===== src/rtl/afifo_wr_ctrl.sv =====
// afifo_wr_ctrl: write-domain pointer controller for a dual-clock FIFO
// Gray write pointer export, 2-flop read-pointer synchroniser, full/afull/fill status
module afifo_wr_ctrl #(
    parameter int PTR_WIDTH    = 4,
    parameter int AFULL_THRESH = 12
) (
    input  logic                 clk,
    input  logic                 rst_n,
    input  logic                 wr_req,
    input  logic [PTR_WIDTH:0]   rd_ptr_gry_async,
    output logic                 wr_en,
    output logic [PTR_WIDTH-1:0] wr_addr,
    output logic [PTR_WIDTH:0]   wr_ptr_gry,
    output logic                 full,
    output logic                 afull,
    output logic [PTR_WIDTH:0]   fill_lvl,
    output logic                 ovrflw
);
    localparam logic [PTR_WIDTH:0] THRESH = (PTR_WIDTH+1)'(AFULL_THRESH);
    logic [PTR_WIDTH:0] wr_bin_f, wr_bin_nxt, wr_gry_nxt, rd_sync, rd_gry_s, rd_bin_s, lvl_nxt;
    assign wr_en      = wr_req & ~full;
    assign wr_addr    = wr_bin_f[PTR_WIDTH-1:0];
    assign wr_bin_nxt = wr_bin_f + (PTR_WIDTH+1)'(wr_en);
    assign wr_gry_nxt = wr_bin_nxt ^ (wr_bin_nxt >> 1);
    assign lvl_nxt    = wr_bin_nxt - rd_bin_s;
    for (genvar i = 0; i <= PTR_WIDTH; i++) begin : g_bin
        assign rd_bin_s[i] = ^rd_gry_s[PTR_WIDTH:i];
    end
    // status uses the synchronised (possibly stale) read pointer, so it can only overstate fill
    always_ff @(posedge clk or negedge rst_n) begin
        if (!rst_n) begin
            rd_sync    <= '0;
            rd_gry_s   <= '0;
            wr_bin_f   <= '0;
            wr_ptr_gry <= '0;
            full       <= 1'b0;
            afull      <= 1'b0;
            fill_lvl   <= '0;
            ovrflw     <= 1'b0;
        end else begin
            rd_sync    <= rd_ptr_gry_async;
            rd_gry_s   <= rd_sync;
            wr_bin_f   <= wr_bin_nxt;
            wr_ptr_gry <= wr_gry_nxt;
            full       <= wr_gry_nxt == {~rd_gry_s[PTR_WIDTH:PTR_WIDTH-1], rd_gry_s[PTR_WIDTH-2:0]};
            afull      <= lvl_nxt >= THRESH;
            fill_lvl   <= lvl_nxt;
            ovrflw     <= wr_req & full;
        end
    end
endmodule


===== config.mk =====
export PLATFORM = sky130hd
export DESIGN_NAME = afifo_wr_ctrl
export DESIGN_NICKNAME = d
export VERILOG_FILES = /design/src/rtl/afifo_wr_ctrl.sv
export SDC_FILE = /design/constraint.sdc
export NUM_CORES = 1
export LEC_CHECK = 0
export CORE_ASPECT_RATIO = 0.6
export CORE_MARGIN = 4
export CORE_UTILIZATION = 45
export CTS_CLUSTER_SIZE = 24
export DETAILED_ROUTE_END_ITERATION = 10
export PLACE_DENSITY = 0.73
export SLEW_MARGIN = 20
export SYNTH_ARGS = -nofsm -noshare
export SYNTH_HDL_FRONTEND = slang
export SYNTH_SLANG_ARGS = --single-unit

===== constraint.sdc =====
create_clock -name clk -period 3.2 [get_ports clk]
set_input_delay 0.64 -clock clk [delete_from_list [all_inputs] [get_ports clk]]
set_output_delay 0.64 -clock clk [all_outputs]
set_load 0.05 [all_outputs]

==> flow_metrics.env, run 1 <==
export IMPL_worst_clock_skew_ns=0.00393
export IMPL_ctsResizeCount=0
export IMPL_ys_flop_type="dfrtp_1"
export IMPL_antenna_cells=0
export IMPL_crit_arrival_ns=3.10
export IMPL_drive_above_1_share=0.157
export IMPL_grt_pass1_wl_um=3240
export IMPL_ys_ff_latch=27
export IMPL_root_buffer="clkbuf_8"
export IMPL_grt_setup_unrepaired="false"
export IMPL_required_ns=3.35
export IMPL_postCtsSetupRepairBufs=0
export IMPL_period_needed_ns=2.95
export IMPL_crit_fanout=6
export IMPL_ant_nets=0
export IMPL_post_route_period_util=0.921
export IMPL_first_pass_iters=4
export IMPL_clk_insertion_delay_late_ns=0.26
export IMPL_synth_edf_count=0
export IMPL_post_route_util=0.668
export IMPL_final_cell_area_um2=1520
export IMPL_io_pins=26
export IMPL_cts_buffers=3
export IMPL_wl_per_cell_um=12.4
export IMPL_dp_hpwl_um=1370
export IMPL_syn_num_nets=91
export IMPL_finalSetupViolations=0
export IMPL_start_kind="register"
export IMPL_vias=661
export IMPL_port_buffer_count=25
export IMPL_num_rows=13
export IMPL_yosysSeqAreaShare=0.600
export IMPL_synth_top_cell_by_area="dfrtp_1"
export IMPL_hold_buffers=0
export IMPL_clk_pin_slew_ns=0.08
export IMPL_max_freq_mhz=339
export IMPL_worstSetupPathType="register to register"
export IMPL_relSlewSlack=0.657
export IMPL_hold_viol=0
export IMPL_outcome="complete, no violations"
export IMPL_grt_max_degree=28
export IMPL_fin_nets=129
export IMPL_core_um2=2280
export IMPL_regArea_um2=676
export IMPL_synthArstFlopShare=1.00
export IMPL_fillers=172
export IMPL_wirelength_um=1800
export IMPL_die_area_um2=3390
export IMPL_ys_warn_count=0
export IMPL_yosysMostFrequentCell="dfrtp_1"
export IMPL_slowest_stage="xnor3_2"
export IMPL_synth_cells=78
export IMPL_grt_remaining_overflow=0
export IMPL_yosysTopAreaCellShare=0.600
export IMPL_drc_errors=0
export IMPL_die_h_um=46.8
export IMPL_area_growth_pct=35.1
export IMPL_worst_path_largest_cell_delay_ns=0.46
export IMPL_drv_cap=0
export IMPL_worst_slew_pin_slew_ns=0.512
export IMPL_grt_usage=0.132
export IMPL_top_layer="met4"
export IMPL_cpMostUsedCell="xnor2_1"
export IMPL_cts_htree_levels=1
export IMPL_synth_area_leaders="dfrtp_1 (60%), xor2_1 (8.6%), xnor2_1 (6.2%), ha_1 (4.4%), xor2_4 (2.4%)"
export IMPL_cts_max_path_buffers=2
export IMPL_synth_area_um2=1130
export IMPL_ys_top_cells_by_count="dfrtp_1 (27), xor2_1 (11), xnor2_1 (8)"
export IMPL_cts_sinks=27
export IMPL_drt_initial_drc_count=16
export IMPL_placed_cell_area_um2=1480
export IMPL_initial_utilization=0.495
export IMPL_vias_per_cell=4.56
export IMPL_hp_class="register to register"
export IMPL_drv_slew=0
export IMPL_ys_types=25
export IMPL_tns_ns=0
export IMPL_multiInputGateArea_um2=438
export IMPL_cts_tree="built"
export IMPL_worst_setup_path_end_kind="register"
export IMPL_gp_congestion=0.765
export IMPL_drt_met1_wl_um=822
export IMPL_grt_pass1_vias=681
export IMPL_dr_wl_met2_um=806
export IMPL_postSynthAreaPerCell_um2=14.4
export IMPL_crit_path_cell_trace="xnor3_2 > xor2_1 > xnor2_1 > ha_1 > inv_1 > fa_1 > maj3_2 > a21oi_2 > xnor2_1 > a311o_1"
export IMPL_chipWidth_um=72.6
export IMPL_antenna_found_initial=0
export IMPL_route_met3_wl_um=160
path summary, 6_finish.rpt:
check | startpoint | endpoint | slack [ns] | depth (start not counted)
max reg2reg | rd_gry_s[4] | afull | 0.25 | 10
max | rd_gry_s[4] | afull | 0.25 | 10
min reg2reg | rd_sync[0] | rd_gry_s[0] | 0.35 | 0
min | rd_sync[0] | rd_gry_s[0] | 0.35 | 0
max in group asynchronous | rst_n | fill_lvl[1] | 2.22 | 2
min in group asynchronous | rst_n | wr_ptr_gry[0] | 0.74 | 2
metrics by stage:
stage / cells / hold WS [ns] / setup slack (ns)
5_1_grt: 145 / 0.372 / 0.0877
4_1_cts: 145 / 0.357 / 0.219
6_report: 145 / 0.354 / 0.253
3_5_place_dp: 141 / 0.336 / 0.0544
2_1_floorplan: 78 / 0.331 / 0.0566
3_3_place_gp: 141 / 0.332 / 0.114
final cells by class:
| cell class | count | area share |
|---|---|---|
| Clock buffer | 4 | 0.0296 |
| Inverter | 4 | 0.00987 |
| Multi-Input combinational cell | 47 | 0.288 |
| Sequential cell | 27 | 0.444 |
| Tap cell | 30 | 0.0247 |
| Timing Repair Buffer | 33 | 0.204 |
state kept, by name, summed over array words and instances (netlist names):
name / cells
full: 1
afull: 1
rd_gry_s: 5
fill_lvl: 5
ovrflw: 1
wr_ptr_gry: 4
wr_bin_f: 5
rd_sync: 5
routing by layer:
layer  global-route usage  up-vias
met5                    0        -
met3               0.0556        2
met4               0.0331        0
li1                     -      331
met2                0.204       21
met1                0.177      307
worst max-delay path, delay by kind of cell (launching register included):
| family | cells | cell delay, ns |
|---|---|---|
| adders and majority gates | 3 | 0.89 |
| buffers and inverters | 1 | 0.06 |
| AOI/OAI and AO/OA | 2 | 0.41 |
| xor gates and xnor gates | 4 | 1.04 |
| DFF | 1 | 0.43 |
placed cells by master (no fill, tap or decap):
cell / netlist / final
nand2_1: 1 / 1
xor2_4: 1 / 1
ha_1: 4 / 4
o21ai_1: 1 / 1
or3_1: 2 / 2
and3b_1: 1 / 1
clkdlybuf4s50_1: 0 / 25
xnor2_1: 8 / 8
nand2b_2: 1 / 1
a21oi_2: 1 / 1
dfrtp_1: 27 / 27
maj3_2: 1 / 1
nor2_1: 1 / 1
a221oi_1: 1 / 1
fa_1: 1 / 1
a21oi_1: 1 / 1
nand3_1: 3 / 3
xor2_1: 11 / 11
xnor2_2: 1 / 1
xnor3_2: 1 / 1
buf_4: 0 / 8
inv_1: 4 / 4
clkbuf_8: 0 / 3
nor2b_2: 0 / 1
nand4_1: 1 / 1
o21ai_0: 1 / 1
clkbuf_1: 0 / 1
and2_1: 2 / 2
a311o_1: 1 / 1
logic make-up (layout without fill, tap and decap cells):
group | count (synthesis) | in the layout | share of synthesized area
simple gates | 13 | 13 | 0.0689
fa+ha+maj | 6 | 6 | 0.0722
compound gates | 6 | 6 | 0.0378
buf+inv | 4 | 41 | 0.0133
flops | 27 | 27 | 0.600
xor+xnor | 22 | 22 | 0.208
Power of run 1 is left out: the tool's default activity adds up to more than one toggle a clock period on the data nets, which glitch-free logic cannot reach.
==> run 2, diff against run 1 <==
PLACE_DENSITY = default   (was 0.73)
PLACE_DENSITY_LB_ADDON = 0.05   (was default)
==> run 2 against run 1 <==
Net effect:
- largest cell class unchanged
- critical path type unchanged
- setup slack got worse by 0.017 ns
- register-to-register slack worse by 0.02 ns
- non-clock buffer count down 1
- core utilization down 0.44 points
==> flow_metrics.env, run 2 (synthesis gave the netlist of run 1 again) <==
export IMPL_grt_usage=0.135
export IMPL_fin_nets=128
export IMPL_worst_slew_pin_slew_ns=0.498
export IMPL_hp_class="register to register"
export IMPL_worst_path_largest_cell_delay_ns=0.48
export IMPL_post_route_util=0.664
export IMPL_chipWidth_um=72.6
export IMPL_root_buffer="clkbuf_8"
export IMPL_crit_family="XOR/XNOR gates"
export IMPL_grt_max_degree=28
export IMPL_ant_nets=0
export IMPL_clk_pin_slew_ns=0.08
export IMPL_dpl_cell_count=140
export IMPL_cpMostUsedCell="xnor2_1"
export IMPL_area_growth_pct=34.2
export IMPL_gp_congestion=0.753
export IMPL_port_buffer_count=25
export IMPL_ctsResizeCount=0
export IMPL_crit_path_start="rd_gry_s[2]"
export IMPL_cts_sinks=27
export IMPL_slowest_stage="xnor3_2"
export IMPL_first_pass_iters=5
export IMPL_hold_viol=0
export IMPL_instances_no_fill=144
export IMPL_r2r_start="rd_gry_s[2]"
export IMPL_finalSetupViolations=0
export IMPL_wl_per_cell_um=12.8
export IMPL_grt_setup_unrepaired="false"
export IMPL_die_h_um=46.8
export IMPL_post_route_period_util=0.926
export IMPL_max_freq_mhz=337
export IMPL_grt_pass1_wl_um=3310
export IMPL_start_kind="register"
export IMPL_num_rows=13
export IMPL_worstHoldStart="rd_sync[0]"
export IMPL_worst_clock_skew_ns=0.00196
export IMPL_io_pins=26
export IMPL_grt_remaining_overflow=0
export IMPL_critPathCapture="afull"
export IMPL_drc_errors=0
export IMPL_outcome="complete, no violations"
export IMPL_die_area_um2=3390
export IMPL_core_um2=2280
export IMPL_drt_initial_drc_count=37
export IMPL_drive_above_1_share=0.158
export IMPL_postCtsSetupRepairBufs=0
export IMPL_dp_hpwl_um=1410
export IMPL_final_common_cell="dfrtp_1"
export IMPL_antenna_cells=0
export IMPL_hold_buffers=0
export IMPL_vias=676
export IMPL_rrSetupSlack_ns=0.24
export IMPL_wirelength_um=1840
export IMPL_crit_arrival_ns=3.12
export IMPL_crit_cells=10
export IMPL_cts_htree_levels=1
export IMPL_relSlewSlack=0.667
export IMPL_initial_utilization=0.495
export IMPL_antenna_found_initial=0
export IMPL_r2r_end="afull"
export IMPL_cts_max_path_buffers=2
export IMPL_required_ns=3.35
export IMPL_hold_ws_ns=0.351
export IMPL_reg2reg_depth=10
export IMPL_cts_buffers=3
export IMPL_grt_pass1_vias=696
export IMPL_cts_tree="built"
export IMPL_crit_fanout=6
export IMPL_clk_insertion_delay_late_ns=0.27
export IMPL_drv_slew=0
export IMPL_worstSetupPathType="register to register"
export IMPL_mostFrequentLayoutCells="dfrtp_1 (27), clkdlybuf4s50_1 (24), xor2_1 (11)"
export IMPL_vias_per_cell=4.69
export IMPL_drv_cap=0
export IMPL_worst_setup_path_end_kind="register"
export IMPL_crit_path_cell_trace="xnor3_2 > xor2_1 > xnor2_1 > ha_1 > inv_1 > fa_1 > maj3_2 > a21oi_2 > xnor2_1 > a311o_1"
export IMPL_period_needed_ns=2.96
export IMPL_critical_path_buf_inv_count=1
## run 2: changes by cell type in the layout (fill, tap and decap cells not counted), sizes merged
| cell | change |
|---|---|
| clkdlybuf4s50 | -1 |
## run 2: routing by layer
layer / global-route usage / routed length (um)
met5: 0 / 0
met4: 0.0441 / 8
met3: 0.0577 / 185
met2: 0.195 / 739
met1: 0.186 / 905
## run 2: worst min-delay path by stage
stage                       end  slack [ns]  cells past startpoint
detailed placement  rd_gry_s[0]        0.34                      0
finish              rd_gry_s[0]        0.35                      0
floorplan           rd_gry_s[0]        0.33                      0
CTS                 rd_gry_s[0]        0.36                      0
global placement    rd_gry_s[4]        0.33                      0
global route        rd_gry_s[0]        0.37                      0
## run 2: area by class of cell
class	instances	area (um^2)
Timing Repair Buffer	32	300
Clock buffer	4	45.0
Fill cell	176	766
Inverter	4	15.0
Multi-Input combinational cell	47	438
Tap cell	30	37.5
Sequential cell	27	676
## run 2: per-stage QoR
stage	setup slack, ns	TNS (ns)	cell area (um^2)
global route	0.0638	0	1510
finish	0.236	0	1510
global placement	0.0830	0	1470
CTS	0.225	0	1510
floorplan	0.0566	0	1130
detailed placement	-0.0173	-0.0173	1470
Power of run 2 is left out for the same reason.
==> run 3, diff against run 2 <==
REMOVE_ABC_BUFFERS = 1   (was default)
==> run 3 against run 2 <==
Net effect:
- routed wire length increased by 4.0%
- die area unchanged
- critical endpoint unchanged
- global-route usage increased by 0.35 points
- final area increased by 0.41%
- worst hold slack improved by 0.0033 ns
- via count increased by 0.30%
- core utilization increased by 0.27 points
- sequential share of layout area decreased by 0.18 points
- setup slack got worse by 0.022 ns
==> flow_metrics.env, run 3 (synthesis gave the netlist of run 1 again) <==
export IMPL_grt_max_degree=28
export IMPL_cts_htree_levels=1
export IMPL_port_buffer_count=25
export IMPL_worstHoldStart="rd_sync[4]"
export IMPL_postCtsSetupRepairBufs=0
export IMPL_hold_buffers=0
export IMPL_rrSetupSlack_ns=0.21
export IMPL_grt_pass1_vias=703
export IMPL_fillers=179
export IMPL_num_rows=13
export IMPL_fin_nets=129
export IMPL_clk_insertion_delay_late_ns=0.27
export IMPL_cts_buffers=3
export IMPL_cts_sinks=27
export IMPL_first_pass_iters=3
export IMPL_worst_setup_path_end_kind="register"
export IMPL_period_needed_ns=2.99
export IMPL_antenna_found_initial=0
export IMPL_final_common_cell="dfrtp_1"
export IMPL_min_to="rd_gry_s[4]"
export IMPL_hp_class="register to register"
export IMPL_r2r_start="rd_gry_s[4]"
export IMPL_crit_fanout=6
export IMPL_ant_nets=0
export IMPL_chipWidth_um=72.6
export IMPL_wl_per_cell_um=13.2
export IMPL_ctsResizeCount=0
export IMPL_wirelength_um=1910
export IMPL_placed_cell_area_um2=1470
export IMPL_instances_no_fill=145
export IMPL_reg2reg_depth=10
export IMPL_vias=678
export IMPL_clk_pin_slew_ns=0.09
export IMPL_worst_clock_skew_ns=0.00138
export IMPL_max_freq_mhz=335
export IMPL_die_h_um=46.8
export IMPL_crit_arrival_ns=3.15
export IMPL_mostFrequentLayoutCells="dfrtp_1 (27), clkdlybuf4s50_1 (24), xor2_1 (11)"
export IMPL_worst_slew_pin_slew_ns=0.500
export IMPL_outcome="complete, no violations"
export IMPL_cts_tree="built"
export IMPL_core_um2=2280
export IMPL_grt_setup_unrepaired="false"
export IMPL_drv_cap=0
export IMPL_finalSetupViolations=0
export IMPL_r2r_end="afull"
export IMPL_required_ns=3.36
export IMPL_die_area_um2=3390
export IMPL_dpl_cell_count=141
export IMPL_start_kind="register"
export IMPL_post_route_period_util=0.933
export IMPL_cts_max_path_buffers=2
export IMPL_antenna_cells=0
export IMPL_post_route_util=0.666
export IMPL_relSlewSlack=0.666
export IMPL_grt_remaining_overflow=0
export IMPL_drt_initial_drc_count=28
export IMPL_area_growth_pct=34.8
export IMPL_initial_utilization=0.495
export IMPL_gp_congestion=0.722
export IMPL_dp_hpwl_um=1450
export IMPL_drive_above_1_share=0.165
export IMPL_hold_depth=0
export IMPL_hold_viol=0
export IMPL_drv_slew=0
export IMPL_drc_errors=0
export IMPL_vias_per_cell=4.68
export IMPL_final_cell_area_um2=1520
export IMPL_io_pins=26
export IMPL_root_buffer="clkbuf_8"
export IMPL_grt_pass1_wl_um=3360
export IMPL_worstSetupPathType="register to register"
export IMPL_grt_usage=0.139
## run 3: metrics by stage
step                TNS, ns  setup slack, ns  hold slack, ns
floorplan            -0.347           -0.285           0.331
global placement          0           0.0550           0.332
detailed placement        0           0.0633           0.336
CTS                       0            0.186           0.357
global route              0           0.0189           0.368
finish                    0            0.213           0.355
## run 3: routing by layer
metal  routed length (um)  vias to the layer above  GRT usage
li1                     -                      328          -
met1                  882                      327      0.182
met2                  865                       21      0.219
met3                  146                        2     0.0534
met4                   17                        0     0.0441
met5                    0                        -          0
## run 3: layout make-up
| class | instances | area [um^2] | area share |
|---|---|---|---|
| Sequential cell | 27 | 676 | 0.445 |
| Multi-Input combinational cell | 47 | 435 | 0.287 |
| Clock inverter | 1 | 5.00 | 0.00330 |
| Tap cell | 30 | 37.5 | 0.0247 |
| Clock buffer | 3 | 41.3 | 0.0272 |
| Inverter | 4 | 15.0 | 0.00989 |
| Timing Repair Buffer | 33 | 308 | 0.203 |
## run 3: worst max-delay path by stage
stage / startpoint / end / cells after the start
after floorplan: wr_req / afull / 8
after global placement: wr_req / afull / 11
after detailed placement: wr_req / afull / 11
after CTS: rd_gry_s[4] / afull / 10
after global routing: rd_gry_s[4] / afull / 10
final: rd_gry_s[4] / afull / 10
## run 3: worst max-delay path: stages (launching register included)
cell,delay [ns]
dfrtp_1,0.43
xnor3_2,0.45
xor2_1,0.37
xnor2_1,0.17
ha_1,0.16
inv_1,0.07
fa_1,0.39
maj3_2,0.32
a21oi_2,0.15
xnor2_1,0.09
a311o_1,0.28
Power of run 3 is left out for the same reason.
